<file path="config.mk">
export PLATFORM = sky130hd
export DESIGN_NAME = sample_period_classifier
export DESIGN_NICKNAME = d
export VERILOG_FILES = /design/src/rtl/frequency_analysis_pkg.sv /design/src/rtl/sample_edge_detector.sv /design/src/rtl/sample_period_classifier.sv
export SDC_FILE = /design/constraint.sdc
export NUM_CORES = 1
export LEC_CHECK = 0
export ABC_CLOCK_PERIOD_IN_PS = 4800
export CORE_ASPECT_RATIO = 1.5
export CORE_MARGIN = 8
export CORE_UTILIZATION = 40
export CTS_BUF_LIST = sky130_fd_sc_hd__clkbuf_16
export DETAILED_ROUTE_END_ITERATION = 7
export PLACE_DENSITY = 0.61
export REMOVE_ABC_BUFFERS = 1
export SYNTH_ARGS = -nofsm -noshare
export SYNTH_HDL_FRONTEND = slang
export SYNTH_HIERARCHICAL = 1
export SYNTH_SLANG_ARGS = --single-unit
</file>
<file path="constraint.sdc">
create_clock -name clock -period 4.8 [get_ports clock]
set_input_delay 0.96 -clock clock [delete_from_list [all_inputs] [get_ports clock]]
set_output_delay 0.96 -clock clock [all_outputs]
set_load 0.05 [all_outputs]
</file>
<file path="src/rtl/frequency_analysis_pkg.sv">
// Shared types and window arithmetic for the sample period classifier.
//   state_e      : measurement FSM states
//   class_e      : period classification result
//   window_bound : lower/upper period bound (in clock cycles) for a carrier
package frequency_analysis_pkg;

    typedef enum logic [1:0] {
        IDLE    = 2'd0,
        ARM     = 2'd1,
        MEASURE = 2'd2
    } state_e;

    typedef enum logic [1:0] {
        F0      = 2'd0,
        F1      = 2'd1,
        UNKNOWN = 2'd2
    } class_e;

    // Highest carrier frequency gives the shortest period, hence the lower bound.
    function automatic int unsigned window_bound(
        input int unsigned clock_hz,
        input int unsigned freq_hz,
        input int unsigned dev_hz,
        input logic        upper
    );
        if (upper) begin
            return clock_hz / (freq_hz - dev_hz);
        end
        return clock_hz / (freq_hz + dev_hz);
    endfunction

endpackage

</file>
<file path="src/rtl/sample_edge_detector.sv">
// Synchronizes an asynchronous 1-bit sample and flags its rising edges.
//   clk    : destination clock
//   rst_n  : async active-low reset, all flops to 0
//   din    : asynchronous sample input
//   rise_c : combinational pulse, high for one cycle after a synchronized 0->1
module sample_edge_detector (
    input  logic clk,
    input  logic rst_n,
    input  logic din,
    output logic rise_c
);

    logic sync1_q, sync1_d;
    logic sync2_q, sync2_d;
    logic dly_q,   dly_d;

    // Two-stage synchronizer followed by a delayed copy for edge detection.
    always_comb begin
        sync1_d = din;
        sync2_d = sync1_q;
        dly_d   = sync2_q;
    end

    always_ff @(posedge clk or negedge rst_n) begin
        if (!rst_n) begin
            sync1_q <= 1'b0;
            sync2_q <= 1'b0;
            dly_q   <= 1'b0;
        end else begin
            sync1_q <= sync1_d;
            sync2_q <= sync2_d;
            dly_q   <= dly_d;
        end
    end

    assign rise_c = sync2_q & ~dly_q;

endmodule

</file>
<file path="src/rtl/sample_period_classifier.sv">
// Measures the period between rising edges of a point-sample stream, classifies
// each period as carrier F0, carrier F1 or unknown, and accumulates the cycles
// per class with saturation.
//   clock, resetn : system clock, async active-low reset
//   sample_data   : asynchronous point sample
//   enable        : measurement window (level)
//   clear_n       : synchronous active-low clear of accumulators and state
//   f0_value      : accumulated cycles classified F0
//   f1_value      : accumulated cycles classified F1
//   unknown       : accumulated unclassified cycles, including timeouts
//   last_period   : most recent measured period
//   period_valid  : one-cycle pulse on any accumulator update
module sample_period_classifier
    import frequency_analysis_pkg::*;
#(
    parameter int unsigned FREQUENCY0           = 5000,
    parameter int unsigned FREQUENCY1           = 10000,
    parameter int unsigned FREQUENCY0_DEVIATION = 30,
    parameter int unsigned FREQUENCY1_DEVIATION = 30,
    parameter int unsigned CLOCK_FREQUENCY      = 100000000,
    parameter int unsigned COUNTER_WIDTH        = 32
) (
    input  logic                     clock,
    input  logic                     resetn,
    input  logic                     sample_data,
    input  logic                     enable,
    input  logic                     clear_n,
    output logic [COUNTER_WIDTH-1:0] f0_value,
    output logic [COUNTER_WIDTH-1:0] f1_value,
    output logic [COUNTER_WIDTH-1:0] unknown,
    output logic [COUNTER_WIDTH-1:0] last_period,
    output logic                     period_valid
);

    localparam int unsigned CW  = COUNTER_WIDTH;
    localparam int unsigned LO0 = window_bound(CLOCK_FREQUENCY, FREQUENCY0, FREQUENCY0_DEVIATION, 1'b0);
    localparam int unsigned HI0 = window_bound(CLOCK_FREQUENCY, FREQUENCY0, FREQUENCY0_DEVIATION, 1'b1);
    localparam int unsigned LO1 = window_bound(CLOCK_FREQUENCY, FREQUENCY1, FREQUENCY1_DEVIATION, 1'b0);
    localparam int unsigned HI1 = window_bound(CLOCK_FREQUENCY, FREQUENCY1, FREQUENCY1_DEVIATION, 1'b1);
    localparam int unsigned TIMEOUT = 2 * ((HI0 > HI1) ? HI0 : HI1);

    localparam logic [CW-1:0] LO0_W     = CW'(LO0);
    localparam logic [CW-1:0] HI0_W     = CW'(HI0);
    localparam logic [CW-1:0] LO1_W     = CW'(LO1);
    localparam logic [CW-1:0] HI1_W     = CW'(HI1);
    localparam logic [CW-1:0] TIMEOUT_W = CW'(TIMEOUT);

    state_e        state_q, state_d;
    logic [CW-1:0] count_q, count_d;
    logic [CW-1:0] f0_q, f0_d;
    logic [CW-1:0] f1_q, f1_d;
    logic [CW-1:0] unknown_q, unknown_d;
    logic [CW-1:0] last_q, last_d;
    logic          valid_q, valid_d;

    logic          rise_c;
    logic [CW-1:0] period_c;
    class_e        class_c;

    sample_edge_detector u_edge (
        .clk    (clock),
        .rst_n  (resetn),
        .din    (sample_data),
        .rise_c (rise_c)
    );

    // Accumulators stick at all-ones instead of wrapping.
    function automatic logic [CW-1:0] sat_add(
        input logic [CW-1:0] a,
        input logic [CW-1:0] b
    );
        logic [CW:0] sum;
        sum = {1'b0, a} + {1'b0, b};
        return sum[CW] ? {CW{1'b1}} : sum[CW-1:0];
    endfunction

    // Period ending on this cycle's edge and its class; F0 wins on overlap.
    always_comb begin
        period_c = count_q + CW'(1);
        if (period_c >= LO0_W && period_c <= HI0_W) begin
            class_c = F0;
        end else if (period_c >= LO1_W && period_c <= HI1_W) begin
            class_c = F1;
        end else begin
            class_c = UNKNOWN;
        end
    end

    // Next-state and datapath updates; clear beats enable, which beats edges.
    always_comb begin
        state_d   = state_q;
        count_d   = count_q;
        f0_d      = f0_q;
        f1_d      = f1_q;
        unknown_d = unknown_q;
        last_d    = last_q;
        valid_d   = 1'b0;

        if (!clear_n) begin
            state_d   = enable ? ARM : IDLE;
            count_d   = '0;
            f0_d      = '0;
            f1_d      = '0;
            unknown_d = '0;
            last_d    = '0;
        end else if (!enable) begin
            state_d = IDLE;
            count_d = '0;
        end else begin
            case (state_q)
                IDLE: begin
                    state_d = ARM;
                    count_d = '0;
                end
                ARM: begin
                    count_d = '0;
                    if (rise_c) begin
                        state_d = MEASURE;
                    end
                end
                MEASURE: begin
                    if (rise_c) begin
                        last_d  = period_c;
                        valid_d = 1'b1;
                        count_d = '0;
                        case (class_c)
                            F0:      f0_d      = sat_add(f0_q, period_c);
                            F1:      f1_d      = sat_add(f1_q, period_c);
                            default: unknown_d = sat_add(unknown_q, period_c);
                        endcase
                    end else if (period_c == TIMEOUT_W) begin
                        // Stream stalled: book the whole timeout as unknown and re-arm.
                        unknown_d = sat_add(unknown_q, TIMEOUT_W);
                        valid_d   = 1'b1;
                        count_d   = '0;
                        state_d   = ARM;
                    end else begin
                        count_d = period_c;
                    end
                end
                default: begin
                    state_d = IDLE;
                    count_d = '0;
                end
            endcase
        end
    end

    always_ff @(posedge clock or negedge resetn) begin
        if (!resetn) begin
            state_q   <= IDLE;
            count_q   <= '0;
            f0_q      <= '0;
            f1_q      <= '0;
            unknown_q <= '0;
            last_q    <= '0;
            valid_q   <= 1'b0;
        end else begin
            state_q   <= state_d;
            count_q   <= count_d;
            f0_q      <= f0_d;
            f1_q      <= f1_d;
            unknown_q <= unknown_d;
            last_q    <= last_d;
            valid_q   <= valid_d;
        end
    end

    assign f0_value     = f0_q;
    assign f1_value     = f1_q;
    assign unknown      = unknown_q;
    assign last_period  = last_q;
    assign period_valid = valid_q;

endmodule

</file>
==> run_results.csv <==
group,metric,value,unit
setup_path,r2r_cells,17,
sta,skew,11.6,ps
placed_design,place_congestion,0.947,
cells_and_area,fin_util,48.6,%
clocking,clk_latency,460,ps
logic_synthesis,synthArstFlopShare,100,%
setup_path,r2r-start,"count_q[0]",
global_route,grt_pass1_wl,67.0,mm
sta,fin_crit,4560,ps
cells_and_area,area_growth,21.2,%
placed_design,hpwl,33.2,mm
sta,slew_headroom,26.4,%
detailed_routing,routed_wl,42.7,mm
floorplanning,dieArea,0.0386,sq mm
pwr,irDropWorstVdd,0.000257,V
setup_path,rr_endpoint,"f1_value[25]",
cells_and_area,final_area,0.0157,sq mm
logic_synthesis,synth.area.top_cells,"dfrtp_1 32%, ha_1 9.5%, o21ai_0 6.3%, nand2_1 5.8%, a21oi_1 4.9%",
status,outcome,"finished, final reports clean",
clocking,ctsHoldBuffers,0,
logic_synthesis,synth_warnings,6,
cells_and_area,nets,1842,
logic_synthesis,syn_inst,1586,
logic_synthesis,ys_top_cells_by_count,"201 x nand2_1, 166 x dfrtp_1, 164 x o21ai_0",
clocking,clkTransAtPathRegs,70,ps
detailed_routing,first_iter_violations,725,
sta,drv_slew,0,
floorplanning,initial_core_util,40.1,%
min_path,min-delay-start,"u_edge/sync1_q",
logic_synthesis,synth_top_area_share,32.0,%
floorplanning,die_x,163,microns
logic_synthesis,ys_seq_elements,166,
logic_synthesis,synth_cell_type_count,80,
clocking,root_buffer,"clkbuf_16",
setup_path,end_kind,"register",
pwr,power,3.63,mW
setup_path,start_kind,"register",
cells_and_area,drive_gt1_share,8.24,%
sta,fin_crit_sh,95.1,%
detailed_routing,vias_per_cell,5.87,
clocking,cts_tree,"yes",
setup_path,worstPathMaxFanout,6,
placed_design,dpl_worst_slack,88.4,ps
setup_path,worst-setup-path-type,"reg2reg",
cells_and_area,instances_no_fill,2163,
clocking,h-tree-depth,4,
logic_synthesis,yosys.area.top_type,"dfrtp_1",
cells_and_area,n_antenna_cell,0,
sta,max_slew.worst_pin.slew,1100,ps
sta,fin_ws,236,ps
setup_path,crit_start,"count_q[0]",
global_route,grt_pass1_vias,12600,
logic_synthesis,synth-main-ff-cell,"dfrtp_1",
placed_design,port_buffers,133,
setup_path,cp-endpoint,"f1_value[25]",
clocking,cts_max_path_buffers,2,
placed_design,dp.cells,2130,
floorplanning,io_pins,134,
global_route,gr-total-overflow,0,
min_path,hold_path_class,"reg2reg",
global_route,grt.total_usage,21.9,%
run,cap_violations,0,
global_route,antenna_found_initial,0,
pwr,power_density,231,mW/mm^2
logic_synthesis,avgSynthCellArea,8.18,sq um
sta,fmax,219,MHz
detailed_routing,wl_per_cell,19.8,microns
global_route,grt_max_degree,106,
clocking,clock-sinks,166,
sta,setup_violations,0,
logic_synthesis,synth_area,0.0130,sq mm
detailed_routing,ant_nets,0,
floorplanning,coreArea,0.0323,sq mm
floorplanning,die_h,237,microns
setup_path,cp.arrival,4900,ps
placed_design,placed_cell_area,0.0150,sq mm
pwr,leakage,7.37,nW
floorplanning,rows,81,
clocking,cts_made_buffers,17,
logic_synthesis,synth_most_common_cell,"nand2_1",
logic_synthesis,synth-edff-count,0,
detailed_routing,drcViolationCount,0,
sta,hold_viol,0,
detailed_routing,via_count,12700,
setup_path,r2r_slack,240,ps
logic_synthesis,ys_seq_area_share,32.0,%
setup_path,required,5140,ps
detailed_routing,dr.pass1.iters,5,
==> area by class of cell <==
class / count / area, sq um
clock buffer: 17 / 425
clock inverter: 15 / 188
fill: 3133 / 16600
inverter: 71 / 267
multi-input combinational: 1285 / 8370
sequential: 166 / 4150
tap: 415 / 519
timing repair buffer: 194 / 1800
==> per-layer routing <==
| metal | vias up | track usage (%) | share of wire (%) |
|---|---|---|---|
| met2 | 374 | 39.4 | 52 |
| met4 | 0 | 11.5 | 4.6 |
| met5 | - | 0 | 0 |
| li1 | 6083 | - | - |
| met1 | 6119 | 24.2 | 39 |
| met3 | 112 | 3.56 | 5.0 |
==> where the power goes <==
group / total (mW) / leakage (nW) / internal, mW / switching, mW
Combinational: 0.627 / 4.81 / 0.213 / 0.414
Sequential: 1.53 / 2.27 / 1.44 / 0.0893
Clock: 1.47 / 0.287 / 0.862 / 0.610
==> worst min path at each step <==
| stage | endpoint | cells past startpoint |
|---|---|---|
| after floorplan | u_edge/dly_d | 0 |
| after global placement | u_edge/dly_d | 0 |
| after detailed placement | u_edge/dly_d | 0 |
| after CTS | u_edge/dly_d | 0 |
| after global routing | u_edge/dly_d | 0 |
| final | u_edge/dly_d | 0 |
==> layout by cell type, fill, tap and decap left out, drive strengths merged, types with 5 or more instances in the layout <==
| master | instances |
|---|---|
| xor2 | 36 |
| nor2 | 118 |
| ha | 99 |
| o21a | 21 |
| o211ai | 22 |
| nand4 | 22 |
| o21ai | 167 |
| a22o | 5 |
| a221o | 5 |
| nand2b | 17 |
| xnor2 | 72 |
| and2 | 12 |
| o21bai | 14 |
| nor4 | 12 |
| a311oi | 11 |
| or4 | 7 |
| nor2b | 12 |
| a31o | 6 |
| nor3 | 32 |
| and3 | 12 |
| and4 | 12 |
| o2111ai | 11 |
| clkinvlp | 5 |
| nand3 | 44 |
| a21oi | 127 |
| a41o | 7 |
| nand2 | 201 |
| clkinv | 6 |
| buf | 62 |
| dfrtp | 166 |
| clkdlybuf4s50 | 132 |
| inv | 71 |
| o31a | 5 |
| clkbuf | 17 |
| a211oi | 15 |
| or2 | 11 |
| or3 | 8 |
| a31oi | 25 |
| a21o | 42 |
==> critical path, stage by stage, from the launching register on <==
cell	delay [ps]
dfrtp_1	390
ha_1	210
nand3_1	110
buf_4	130
nor3_1	50
xnor2_1	420
inv_1	290
ha_1	420
a21oi_1	260
nand2_1	100
a211oi_1	320
o2111ai_1	230
a31o_2	310
a21oi_1	230
o21ai_0	190
and2_1	220
o31a_1	240
a221o_1	310
==> cell families (layout without fill, tap and decap cells) <==
kind of cell / Yosys count / after routing / synth area share, %
and+or+nand+nor: 537 / 537 / 19.8
buffers and inverters: 135 / 297 / 4.31
adders and majority gates: 102 / 102 / 10.0
AOI/OAI and AO/OA: 532 / 532 / 26.1
muxes: 6 / 6 / 0.482
DFF: 166 / 166 / 32.0
xor gates and xnor gates: 108 / 108 / 7.29
==> timing repair <==
item	4_1_cts	5_1_grt
buffers inserted	0	1
endpoints found under the setup margin	0	50
gates resized for setup	0	22
==> registers in the layout (all words and copies together) (netlist names) <==
name	count
count_q	32
f0_value	32
f1_value	32
last_period	32
unknown	32
state_q	2
period_valid	1
u_edge/dly_d	1
u_edge/dly_q	1
u_edge/sync1_q	1
==> stage by stage <==
stage | hold WS, ps | TNS (ps)
after floorplan | 331 | -7250
after global placement | 336 | 0
after detailed placement | 338 | 0
after CTS | 353 | 0
after global routing | 371 | -3.01
final | 353 | 0
Power figures use the tool's default switching activity.
